--- config.mk ---
export PLATFORM = sky130hd
export DESIGN_NAME = rr_lock_arbiter
export DESIGN_NICKNAME = d
export VERILOG_FILES = /design/src/rtl/arb_pkg.sv /design/src/rtl/rr_priority_select.sv /design/src/rtl/rr_lock_arbiter.sv
export SDC_FILE = /design/constraint.sdc
export NUM_CORES = 1
export LEC_CHECK = 0
export ABC_AREA = 1
export BUFFER_PORTS_ARGS = -buffer_cell sky130_fd_sc_hd__buf_2
export CORE_ASPECT_RATIO = 0.5
export CORE_MARGIN = 3
export CORE_UTILIZATION = 39
export DETAILED_ROUTE_END_ITERATION = 8
export GPL_TIMING_DRIVEN = 1
export PLACE_DENSITY = 0.76
export SLEW_MARGIN = 20
export SYNTH_ARGS = -nofsm -noshare
export SYNTH_HDL_FRONTEND = slang
export SYNTH_SLANG_ARGS = --single-unit
--- constraint.sdc ---
create_clock -name clk -period 2.3 [get_ports clk]
set_input_delay 0.23 -clock clk [delete_from_list [all_inputs] [get_ports clk]]
set_output_delay 0.23 -clock clk [all_outputs]
set_load 0.01 [all_outputs]
--- src/rtl/arb_pkg.sv ---
// Shared helpers for the round-robin lock arbiter: width derivation and index wrap.
package arb_pkg;

  // Ceiling log2; returns 0 for n <= 1.
  function automatic int clog2(input int n);
    int r;
    int v;
    r = 0;
    v = 1;
    while (v < n) begin
      v = v * 2;
      r = r + 1;
    end
    return r;
  endfunction

  // Width of a channel index: at least one bit even for a single channel.
  function automatic int cw_of(input int n);
    return (clog2(n) < 1) ? 1 : clog2(n);
  endfunction

  // Width of the beat counter; MAX_BEATS >= 2 keeps this at least one bit.
  function automatic int bw_of(input int max_beats);
    return clog2(max_beats);
  endfunction

  // Next channel index with an explicit wrap at n-1 (n need not be a power of two).
  function automatic int next_idx(input int i, input int n);
    return (i == n - 1) ? 0 : i + 1;
  endfunction

  // Fold an index in [0, 2n) back into [0, n).
  function automatic int wrap_idx(input int i, input int n);
    return (i >= n) ? i - n : i;
  endfunction

endpackage

--- src/rtl/rr_priority_select.sv ---
// Combinational cyclic find-first: first set bit of valid scanning upward from start.
module rr_priority_select
  import arb_pkg::*;
#(
  parameter int N  = 4,
  parameter int CW = cw_of(N)
) (
  input  logic [N-1:0]  valid,
  input  logic [CW-1:0] start,
  output logic [CW-1:0] idx,
  output logic          any
);

  logic [2*N-1:0] dbl;
  logic [N-1:0]   rot;
  int             off;

  // Rotate valid so that bit 0 is the start channel, then pick the lowest set bit.
  always_comb begin
    dbl = {valid, valid};
    rot = N'(dbl >> start);
    off = 0;
    any = 1'b0;
    for (int k = 0; k < N; k++) begin
      if (!any && rot[k]) begin
        off = k;
        any = 1'b1;
      end
    end
    idx = CW'(wrap_idx(int'(start) + off, N));
  end

endmodule

--- src/rtl/rr_lock_arbiter.sv ---
// N-way ready/valid arbiter with round-robin or fixed priority, burst locking
// terminated by a last flag, a beat counter and forced release on overrun.
module rr_lock_arbiter
  import arb_pkg::*;
#(
  parameter int N         = 4,
  parameter int W         = 8,
  parameter int RR        = 1,
  parameter int MAX_BEATS = 16,
  parameter int CW        = cw_of(N),
  parameter int BW        = bw_of(MAX_BEATS)
) (
  input  logic            clk,
  input  logic            reset,
  input  logic [N-1:0]    io_in_valid,
  output logic [N-1:0]    io_in_ready,
  input  logic [N*W-1:0]  io_in_bits,
  input  logic [N-1:0]    io_in_last,
  output logic            io_out_valid,
  input  logic            io_out_ready,
  output logic [W-1:0]    io_out_bits,
  output logic            io_out_last,
  output logic [CW-1:0]   io_chosen,
  output logic            io_locked,
  output logic [BW-1:0]   io_beat,
  output logic            io_overrun
);

  logic          locked_q, locked_d;
  logic [CW-1:0] lock_idx_q, lock_idx_d;
  logic [CW-1:0] ptr_q, ptr_d;
  logic [BW-1:0] beat_q, beat_d;
  logic          overrun_q, overrun_d;

  logic [CW-1:0] sel_start;
  logic [CW-1:0] sel_idx;
  logic          sel_any;
  logic [CW-1:0] chosen;
  logic          fire;

  // Fixed priority always scans from channel 0.
  assign sel_start = (RR != 0) ? ptr_q : '0;

  rr_priority_select #(
    .N  (N),
    .CW (CW)
  ) u_select (
    .valid (io_in_valid),
    .start (sel_start),
    .idx   (sel_idx),
    .any   (sel_any)
  );

  // Grant mux: a held lock overrides arbitration; the path is purely combinational.
  always_comb begin
    chosen       = locked_q ? lock_idx_q : sel_idx;
    io_out_valid = io_in_valid[chosen];
    io_out_bits  = io_in_bits[int'(chosen)*W +: W];
    io_out_last  = io_in_last[chosen];
    io_in_ready  = io_out_ready ? (N'(1) << chosen) : '0;
    fire         = io_out_valid & io_out_ready;
  end

  // State only moves on fire; last or a full burst releases the lock and advances ptr.
  always_comb begin
    locked_d   = locked_q;
    lock_idx_d = lock_idx_q;
    ptr_d      = ptr_q;
    beat_d     = beat_q;
    overrun_d  = 1'b0;
    if (fire) begin
      if (io_out_last || (beat_q == BW'(MAX_BEATS - 1))) begin
        locked_d  = 1'b0;
        beat_d    = '0;
        overrun_d = ~io_out_last;
        if (RR != 0) begin
          ptr_d = CW'(next_idx(int'(chosen), N));
        end
      end else begin
        locked_d   = 1'b1;
        lock_idx_d = chosen;
        beat_d     = beat_q + BW'(1);
      end
    end
  end

  // Lock, pointer, beat and overrun registers; reset abandons any burst in flight.
  always_ff @(posedge clk or negedge reset) begin
    if (!reset) begin
      locked_q   <= 1'b0;
      lock_idx_q <= '0;
      ptr_q      <= '0;
      beat_q     <= '0;
      overrun_q  <= 1'b0;
    end else begin
      locked_q   <= locked_d;
      lock_idx_q <= lock_idx_d;
      ptr_q      <= ptr_d;
      beat_q     <= beat_d;
      overrun_q  <= overrun_d;
    end
  end

  assign io_chosen  = chosen;
  assign io_locked  = locked_q;
  assign io_beat    = beat_q;
  assign io_overrun = overrun_q;

endmodule

==> metrics list, run 1 <==
- Fraction of synthesis flops using an asynchronous set or reset pin: 1.000
- Top post-synthesis cells by area: nand2_1 37%, dfrtp_1 23%, nand3_1 12%
- The checks that failed: negative setup slack.
- In the routed layout, each cell is associated on average with a via count of 5.032.
* Clock latency reported for the late side of the worst-skew pair: about 0.24 ns
- Fmax: around 380 MHz
- For this configuration, the core starts out at a cell density of 0.4469.
* Share of layout cells above drive strength 1: 0.5693
- Clk pin slew, worst setup/hold paths: 0.05 ns
* Cell type of the slowest stage on the worst timing path: dfrtp_2
- In this run the deepest clock path goes through 2 buffers.
* Count of yosys warnings during synthesis: 0
- The smallest clock period supported by the final layout is computed as 2.635 ns.
- The number of nets handed over by synthesis was 230.
- EDFF count, synth: 0
- Category of the most critical setup path: reg2out
* Via count: approximately 1600
- The netlist uses 24 different library cells.
* Standard cell core area: 0.002402 sq mm
- The final-report hold violation count is 0.
- After the first detailed-routing iteration, the DRC count stood at ~130.
* Setup ws final: -0.3355 ns
- Tcrit/Tclk final: 1.146
- Total number of H-tree levels: 1
* Cells along the critical path: inv_4, nand2_2, nand3_2, nand2_2, nand3_2, a21boi_2, ha_4, xor2_2, nand3_1, nand3_2, nand2_4, buf_12, nand2_4, nand2_4, buf_6, buf_6
- Data required time of the critical path: 2.07 ns
- The worst pin sits at a relative slew slack of 0.8014.
* Flip-flop and latch count after synthesis: 10
- Dominant cell type by area after synthesis: nand2_1
* Sink Count: 10
- Wires add up to 4324 microns.
- The clock arrives with 0.004966 ns of skew.
- The share of synthesized area in the top cell type comes to 0.3671.
- Mean area per synthesized cell: 5.866 sq um
- Sort of element at the end of the critical path: output pin
- For the pin with the worst max-slew slack, the measured transition is 0.2972 ns.
- Outcome: complete, but fails checks
- Counting every instance in the synthesized netlist gives 183.
- Entering global routing, the biggest net connects 13 pins.
- Max-capacitance violation count: 0
- Global placement routability congestion: approximately 0.83
* Number of DRC violations after detailed routing: 0
* Filler Cell Count: roughly 150
- Clock root buffer: clkbuf_8
- Final antenna-violating net count: 0
- STA puts the critical path data arrival time at 2.41 ns.
- Leftover overflow at the end of global routing: 0
- The max-slew violation count is 0.
* Most frequent cells after synthesis: 105 x nand2_1, 25 x nand3_1, 10 x dfrtp_1
* Syn Std Cell Area: 0.001074 sq mm
- The number of antenna violations at the first check in global routing is 0.
- TritonCTS clock tree: yes
* Detailed-router iteration count before antenna repair: 4
- The share of the Yosys chip area taken by registers is 0.2331.
- CP startpoint kind: flop
- Synth-to-layout area growth: 85.66%
- Min-Delay Path Class: in2reg
- Detailed placement finished with a half-perimeter wire length of 2646 microns.
- Final setup viols: 25
- Dividing the detail-routed wire length by the instance count gives 13.99 microns.
- The floorplan step set the die height to 43.10 microns.
* Count of port buffers added during placement: 64
* Critical-path maximum fanout: 6
* Library cell with the highest instance count after synthesis: nand2_1
- Clock tree synthesis inserted a total of 3 buffers.
* Unrepaired setup endpoints after global routing: true
* Global-route wire length before repair: around 5600 microns
* Most used flip-flop cell after synthesis: dfrtp_1
- Placement row count: 12
- Die extent in x: 80.20 microns
- The repair_antennas step left the layout with diodes totalling 0.
- The via count of the first global-routing pass was ~1300.
* Total GRT Usage: 0.2036
- For this design the top-level I/O count stands at 65.
- On the worst path, the slowest cell contributes a delay of 0.43 ns.
- Final-layout setup total negative slack: -5.722 ns
- Final nets: around 320
- Floorplan die area: 0.003456 sq mm
==> logic make-up (layout without fill, tap and decap cells) <==
family                     Yosys count  count (layout)  synth area share
AOI/OAI and AO/OA                    5               5           0.03729
and+or+nand+nor                    145             145            0.5932
buffers and inverters               16             107           0.06526
adders and majority gates            4               4           0.04662
DFF                                 10              10            0.2331
xor gates and xnor gates             3               3           0.02448
==> area by class of cell <==
type                    count  area [sq um]  share of cell area
repair buffers             92         626.9              0.3145
flip-flops and latches     10         252.7              0.1268
multi-input cells         157         968.4              0.4859
inverters                  11         46.29             0.02323
well taps                  35         43.79             0.02197
clock buffers               4         55.05             0.02762
==> worst max-delay path: cells and delay by family, from the launching register on <==
| family | cells | cell delay [ns] |
|---|---|---|
| simple gates | 9 | 0.78 |
| buf+inv | 4 | 0.46 |
| flops | 1 | 0.43 |
| compound gates | 1 | 0.17 |
| fa+ha+maj | 1 | 0.16 |
| xor+xnor | 1 | 0.15 |
==> registers in the layout, indices dropped and copies added (netlist names) <==
register	count
io_beat	4
io_locked	1
io_overrun	1
lock_idx_q	2
ptr_q	2
==> layer usage <==
metal	GRT usage	wire length, microns	part of all wire	up-vias
met3	0.04873	348	0.080	10
met5	0	0	0	-
met4	0.04714	81	0.019	0
li1	-	-	-	758
met2	0.3635	2236	0.52	79
met1	0.2469	1658	0.38	708
==> cells in the final DEF, fill, tap and decap left out, types with 3 or more instances in the layout <==
master / instances
buf_12: 3
buf_2: 58
buf_4: 19
buf_6: 11
clkbuf_8: 4
dfrtp_1: 8
ha_4: 3
inv_1: 5
inv_2: 3
nand2_1: 84
nand2_2: 21
nand2_4: 5
nand3_1: 12
nand3_2: 13
nor2_4: 3
==> timing repair <==
action	4_1_cts	5_1_grt
hold buffers	1	0
buffers inserted	2	5
pin swaps	15	15
endpoints found under the setup margin	26	26
endpoints found under the hold margin	10	0
resized for setup	33	41
==> per-stage QoR <==
step | hold slack (ns) | setup WS [ns] | cell area [sq um] | cells | util
global placement | 0.1041 | -0.06868 | 1579 | 298 | 0.6573
global route | 0.3913 | -0.4613 | 1993 | 309 | 0.8297
detailed placement | 0.1083 | -0.2139 | 1579 | 298 | 0.6573
floorplan | -0.06559 | -0.008569 | 1075 | 183 | -
finish | 0.3826 | -0.3355 | 1993 | 309 | 0.8297
CTS | 0.3614 | -0.3731 | 1785 | 304 | 0.7432
==> worst paths after layout <==
path,start,endpoint,slack (ns),depth (start not counted)
max in group asynchronous,reset,ptr_q[1],1.69,2
worst min register to register,io_beat[1],io_beat[1],0.54,2
min in group asynchronous,reset,ptr_q[0],0.39,2
worst min-delay path,io_out_ready,ptr_q[0],0.38,4
worst max register to register,ptr_q[0],lock_idx_q[0],-0.15,18
worst max-delay path,ptr_q[0],io_out_valid,-0.34,16
Power of run 1 is left out: the tool's default activity adds up to more than one toggle a clock period on the data nets, which glitch-free logic cannot reach.
==> inputs of run 2 (changes only) <==
--- a/config.mk
+++ b/config.mk
@@ -7,12 +7,11 @@
 export LEC_CHECK = 0
 export ABC_AREA = 1
 export BUFFER_PORTS_ARGS = -buffer_cell sky130_fd_sc_hd__buf_2
-export CORE_ASPECT_RATIO = 0.5
 export CORE_MARGIN = 3
-export CORE_UTILIZATION = 39
+export CORE_UTILIZATION = 45
 export DETAILED_ROUTE_END_ITERATION = 8
 export GPL_TIMING_DRIVEN = 1
-export PLACE_DENSITY = 0.76
+export PLACE_DENSITY = 0.83
 export SLEW_MARGIN = 20
 export SYNTH_ARGS = -nofsm -noshare
 export SYNTH_HDL_FRONTEND = slang
==> constraint.sdc (replaced) <==
create_clock -name clk -period 3.16 [get_ports clk]
set_input_delay 0.316 -clock clk [delete_from_list [all_inputs] [get_ports clk]]
set_output_delay 0.316 -clock clk [all_outputs]
set_load 0.01 [all_outputs]
==> run 2 against run 1 <==
- the flow now finishes without violations
- global-route usage fell by 0.80 points
- register-to-register slack gained 0.72 ns
- first-iteration DRC count is 83% lower
- cell area decreased by 26%
- clock skew is 0.0033 ns lower
- clock-buffer cell count did not move
- final cell count fell by 11%
- worst hold slack improved by 0.032 ns
- die area fell by 13%
- non-clock buffer count decreased by 26
- core utilization is 17 points lower
- via count decreased by 15%
- largest cell class unchanged
==> metrics list, run 2 (same netlist as run 1, synthesis figures left out) <==
* Global placement routability congestion: 0.7871 (-5.0%)
- The via count of the first global-routing pass was 1005 (-25%).
- Total number of H-tree levels: 1 (unchanged)
* Leftover overflow at the end of global routing: 0 (unchanged)
* Floorplan die area: 0.003007 sq mm (-13%)
* Min-Delay Path Class: in2reg
- Final-layout setup total negative slack: 0 ns (+5.722 ns)
- The met1 layer usage reported by global route is 0.2517 (+0.004799).
- Global-route wire length before repair: 4229 microns (-25%)
- Outcome: finished, final reports clean
- The arrival time at the worst endpoint came to 2.56 ns (+0.15 ns).
* Category of cells accounting for the largest share of critical-path delay: simple AND/OR/NAND/NOR gates
* Leading cell types in the layout, fill and taps excluded: 105 x nand2_1, 64 x buf_2, 25 x nand3_1
- Reported leakage power: 0.0009202 uW
- The count of buffers from port buffering was 64 (unchanged).
- The average via count per standard cell came to 4.786 (-4.9%).
- CTS buffer count: 3 (unchanged)
- Cell type of the slowest stage on the worst timing path: dfrtp_2
- The worst setup path is captured at an output pin.
- The met3 usage came to 0.05177 (+0.003042).
* Leading cell type in the layout, fill and taps excluded: nand2_1
- The normalized max-slew margin was 0.8043 (+0.002960).
- Largest net degree at the start of global routing: 18 (+5)
* Most heavily used metal layer in global routing: met2
* Chip height: 54.84 microns (+27%)
- The number of design-rule violations left by the first detailed-router iteration came to 23 (-83%).
- Initial core utilization: 0.4807 (+0.03380)
- The number of antenna violations at the first check in global routing came to 0 (unchanged).
* Final max-slew violation count: 0 (unchanged)
* Flip-flop count of the largest register, all copies and words added: 4 (unchanged)
* Worst path most repeated cell: nand3_1
* Max-capacitance violation count: 0 (unchanged)
- Setup repair after global routing left no endpoint under its margin.
- The slew of the pin with the lowest slew margin is 0.2929 ns (-0.004336 ns).
- The first-pass iteration count of the detailed router came to 4 (unchanged).
- Category of the most critical setup path: reg2out
- The routed length per placed instance was 10.38 microns (-26%).
- The sum of buffers and inverters on the critical path is 2 (-2).
- Total GRT Usage: 0.1956 (-0.008001)
- The critical-path maximum fanout is 17 (+11).
* Cells along the critical path: inv_1, nand3_1, nand2_1, nand3_1, a21boi_0, ha_1, xor2_1, nand3_1, nand3_2, nand2_4, nor2_4, nand2_1, nand3_1, buf_2
- The final clock skew was 0.001642 ns (-0.003324 ns).
* Clk pin slew, worst setup/hold paths: 0.07 ns (+0.02 ns)
- Die extent in x: 54.84 microns (-32%)
- The total setup buffers inserted after CTS came to 0 (-2).
* Worst IR Drop VDD: between 700 and 800 uV
- Final nets: 296 (-8.1%)
- Fmax: 347.5 MHz
- Seq. cell area: 252.7 sq um (unchanged)
- The HPWL after detailed placement was 2263 microns (-14%).
- Number of top-level pins: 65 (unchanged)
- Post-Route Hold Slack: 0.4149 ns (+0.03227 ns)
* Multi-input gate area: 768.2 sq um (-21%)
- The buffer depth of the longest clock path is 2 (unchanged).
- The routed via count was 1321 (-15%).
* Tcrit/Tclk final: 0.9106
- STA classifies the critical path startpoint as a flop.
* Number of endpoints with negative hold slack in the final report: 0 (unchanged)
- The required time of the critical path came to 2.84 ns (+0.77 ns).
* Clock root buffer: clkbuf_4
* Longest individual stage delay on the worst path: 0.46 ns (+0.03 ns)
- Standard cell core area: 0.002233 sq mm (-7.0%)
* Share of layout cells above drive strength 1: 0.3508 (-0.2185)
* Synth-to-layout area growth: 37.41%
- The fill cell total of the finished layout was 230 (+50%).
- Dividing total power by cell area gives a power density of ~1400 mW/mm^2.
- Diode count: 0 (unchanged)
- For the finished layout, the period the worst path requires is 2.878 ns.
- Placement row count: 17 (+5)
* Final antenna-violating net count: 0 (unchanged)
- Post-detailed-routing wire length: 2866 microns (-34%)
- The met2 usage in global routing was 0.3110 (-0.05246).
- The count of final setup violators was 0 (-100%).
* Clock latency reported for the late side of the worst-skew pair: 0.28 ns (+0.04 ns)
- Number of DRC violations after detailed routing: 0 (unchanged)
- Sink Count: 10 (unchanged)
- Power comes to 2040 uW.
* TritonCTS clock tree: yes
## run 2: final cells by class
type,instances,area share
multi-input cells,157,0.5208
repair buffers,66,0.2290
flip-flops and latches,10,0.1713
inverters,11,0.03053
clock buffers,4,0.02460
well taps,28,0.02375
## run 2: worst paths after layout
kind                             endpoint  slack [ns]          from  cells after the start
hold reg to reg                io_beat[1]        0.54    io_beat[1]                      2
setup reg to reg            lock_idx_q[1]        0.57      ptr_q[1]                     17
hold / removal                   ptr_q[1]        0.41  io_out_ready                      4
setup / recovery           io_out_bits[6]        0.28      ptr_q[1]                     14
max in group asynchronous        ptr_q[0]        2.51         reset                      2
min in group asynchronous      io_beat[3]        0.44         reset                      2
## run 2: where the power goes
part           switching (uW)  leakage, uW  total [uW]  internal (uW)
Sequential               59.2     0.000127         240            181
Clock                    52.2    0.0000210         122           70.2
Combinational            1080     0.000772        1680            595
Total                    1190     0.000920        2040            846
## run 2: repair_timing
action / in CTS / in global routing
endpoints found under the hold margin: 10 / 0
gates resized for setup: 2 / 5
hold buffers: 1 / 0
pin swaps: 0 / 1
endpoints found under the setup margin: 6 / 10
## run 2: routing by layer
layer / share of wire / wire (microns)
met2: 0.50 / 1434
met4: 0.017 / 49
met3: 0.058 / 167
met1: 0.42 / 1214
met5: 0 / 0
## run 2: tightest hold or removal path, delay by kind of cell
kind	cells	cell delay [ns]
buffers and inverters	1	0.13
and+or+nand+nor	3	0.21
## run 2: per-stage QoR
step                instances  utilization  setup slack (ns)  instance area [sq um]
detailed placement        271       0.6303            0.2923                   1408
global placement          271       0.6303            0.3824                   1408
floorplan                 183            -            0.7418                   1074
finish                    276       0.6605            0.2824                   1475
CTS                       276       0.6532           0.08680                   1459
global route              276       0.6605           0.01454                   1475
Power figures use the tool's default switching activity.
==> inputs of run 3 (changes only) <==
--- a/config.mk
+++ b/config.mk
@@ -11,8 +11,9 @@
 export CORE_UTILIZATION = 45
 export DETAILED_ROUTE_END_ITERATION = 8
 export GPL_TIMING_DRIVEN = 1
-export PLACE_DENSITY = 0.83
+export PLACE_DENSITY = 0.81
 export SLEW_MARGIN = 20
 export SYNTH_ARGS = -nofsm -noshare
 export SYNTH_HDL_FRONTEND = slang
+export SYNTH_HIERARCHICAL = 1
 export SYNTH_SLANG_ARGS = --single-unit
==> run 3 against run 2 <==
- fmax down 0.51%
- critical endpoint is now io_out_valid
- worst hold slack better by 0.013 ns
- critical path type unchanged
- largest power group unchanged
- synthesized area up 7.1%
- largest cell class unchanged
==> metrics list, run 3 <==
- Count of port buffers added during placement: 64 (unchanged)
- Post-layout power: 2112 uW (+3.6%)
- Global-route wire length before repair: 4954 microns (+17%)
- The via count of the first global-routing pass came to 1154 (+15%).
- TritonCTS built the clock tree.
* Leading cell type in the layout, fill and taps excluded: buf_2
* Instance area after placement: 0.001483 sq mm (+5.3%)
- The final cycle utilization of the critical path came to 0.9153 (+0.004688).
* Synthesized instance count: 176 (-3.8%)
* Avg WL per Cell: 11.12 microns (+7.1%)
- The critical-path maximum fanout came to 14 (-3).
* Placement row count: 17 (unchanged)
* CP startpoint kind: flop
- The number of violations of the max-capacitance limit is 0 (unchanged).
* Sort of element at the end of the critical path: output pin
* Floorplan die area: 0.003198 sq mm (+6.3%)
* Pwr dens: 1365 mW/mm^2 (-1.3%)
- The pre-CTS setup slack came to 0.5002 ns (+0.2079 ns).
- Final antenna-violating net count: 0 (unchanged)
- Detailed-router iteration count before antenna repair: 5 (+1)
- Number of buffer and inverter instances along the worst setup path: 3 (+1)
- Flip-flop count of the largest register, all copies and words added: 4 (unchanged)
* Filler Cell Count: 225 (-2.2%)
* Number of DRC violations after detailed routing: 0 (unchanged)
* Outcome: finished, final reports clean
- In this run the critical register-to-register path is launched from ptr_q[1].
* Chip height: 56.55 microns (+3.1%)
- Launching element of the worst setup path: ptr_q[1]
* Max-slew headroom at the worst pin: 0.6115 (-0.1928)
- Category of the most critical setup path: reg2out
- The H-tree depth came to 1 (unchanged).
- Final setup viols: 0 (unchanged)
- The final worst setup slack was 0.2676 ns (-0.01481 ns).
* Arrival time at the worst endpoint: 2.58 ns (+0.02 ns)
- The total wirelength of the detailed-routed design was 3002 microns (+4.7%).
* Diode count: 0 (unchanged)
* CTS buffer count: 3 (unchanged)
- Longest individual stage delay on the worst path: 0.45 ns (about the same)
- Shortest period the worst path allows: 2.892 ns (+0.01481 ns)
- The global-route congestion overflow total was 0 (unchanged).
- The worst IR drop on VDD is 860.9 uV (+12%).
- The placer's final routability congestion estimate was 0.8578 (+9.0%).
* Share of layout cells above drive strength 1: 0.3843 (+0.03349)
* Reported leakage power: 0.0009281 uW (+0.86%)
- The signal on the critical path passes through inv_1, nand3_1, nand2_1, nand3_1, a21boi_1, ha_1, xor2_1, nand2_1, nand2_1, nand2_1, o21ai_2, nand3_2, nand2_4, inv_1, buf_2.
* Number of top-level pins: 65 (unchanged)
- Synth-to-layout area growth: 34.60%
- The number of antenna violations at the first check in global routing came to 0 (unchanged).
- The tightest min-delay check is of the in2async type.
* Die extent in x: 56.55 microns (+3.1%)
- The slew of the pin with the lowest slew margin is 0.5826 ns (+0.2897 ns).
* Mean area per synthesized cell: 6.533 sq um (+11%)
* Maximum number of buffers from clock root to sink: 2 (unchanged)
- Finished Cell Area: 0.001548 sq mm (+4.9%)
* Final nets: 292 (-1.4%)
- The highest attainable clock frequency was 345.7 MHz (-0.51%).
- The mapped cell area was 0.001150 sq mm (+7.1%).
- Final HPWL DP: 2399 microns (+6.0%)
- The core box area was 0.002318 sq mm (+3.8%).
- Initial core utilization: 0.4960 (+0.01528)
* Worst path most repeated cell: nand2_1
- Ratio of routed vias to standard cells: 4.893 (+2.2%)
* Via count: 1321 (unchanged)
- In this run the clock root is driven by a clkbuf_4.
* Clk pin slew, worst setup/hold paths: 0.07 ns (about the same)
- The number of placed instances, taps included is 264 (-2.6%).
- The number of warning messages in the yosys log was 6 (+6).
- Max Clock Skew: 0.0005041 ns (-0.001138 ns)
- The largest net degree at the start of global routing came to 26 (+8).
- Drt initial violations: 41 (+78%)
- The count of placed standard cells in the final layout, fillers left out is 270 (-2.2%).
* Category of cells accounting for the largest share of critical-path delay: simple AND/OR/NAND/NOR gates
- Clock latency reported for the late side of the worst-skew pair: 0.27 ns (about the same)
* Cell type of the slowest stage on the worst timing path: dfrtp_1
- The required time of the critical path was 2.84 ns (about the same).
* Final max-slew violation count: 0 (unchanged)
- Number of endpoints with negative hold slack in the final report: 0 (unchanged)
- Sink Count: 10 (unchanged)
- The net count of the mapped netlist was 225 (-2.2%).
* Leading cell types in the layout, fill and taps excluded: 64 x buf_2, 47 x nand2_1, 21 x nand3_1
- The total routing resource utilization after global routing came to 0.1890 (-0.006594).
==> run 3: area by class of cell <==
cell class | instances | area, sq um | share of cell area
inverters | 20 | 76.32 | 0.04931
multi-input cells | 141 | 799.5 | 0.5166
flip-flops and latches | 10 | 251.5 | 0.1625
clock buffers | 4 | 36.28 | 0.02344
well taps | 28 | 35.03 | 0.02264
repair buffers | 67 | 349.1 | 0.2255
==> run 3: where the power goes <==
part	switching (uW)	leakage, uW	internal, uW
Sequential	54.8	0.000129	175
Combinational	1110	0.000778	652
Clock	47.4	0.0000210	70.0
==> run 3: worst paths after layout <==
path / cells after the start / slack (ns) / to
setup / recovery: 15 / 0.27 / io_out_valid
hold / removal: 2 / 0.43 / io_locked
setup reg to reg: 17 / 0.57 / ptr_q[1]
hold reg to reg: 2 / 0.48 / lock_idx_q[1]
max in group asynchronous: 2 / 2.53 / ptr_q[0]
min in group clk: 3 / 0.45 / io_overrun
==> run 3: through the flow <==
step | hold WS, ns | setup TNS [ns] | util
2_1_floorplan | 0.02041 | 0 | -
3_3_place_gp | 0.1873 | 0 | 0.6395
3_5_place_dp | 0.1876 | 0 | 0.6395
4_1_cts | 0.4291 | 0 | 0.6595
5_1_grt | 0.4410 | -0.002387 | 0.6676
6_report | 0.4281 | 0 | 0.6676
==> run 3: layer usage <==
layer,GRT usage,part of all wire
met4,0.03051,0.0047
met5,0,0
met3,0.04368,0.074
met1,0.2535,0.45
met2,0.3119,0.47
==> run 3: what timing repair did <==
item | 4_1_cts | 5_1_grt
endpoints found under the setup margin | 0 | 14
hold buffers | 1 | 0
endpoints found under the hold margin | 10 | 0
gates resized for setup | 0 | 4
setup buffers | 0 | 1
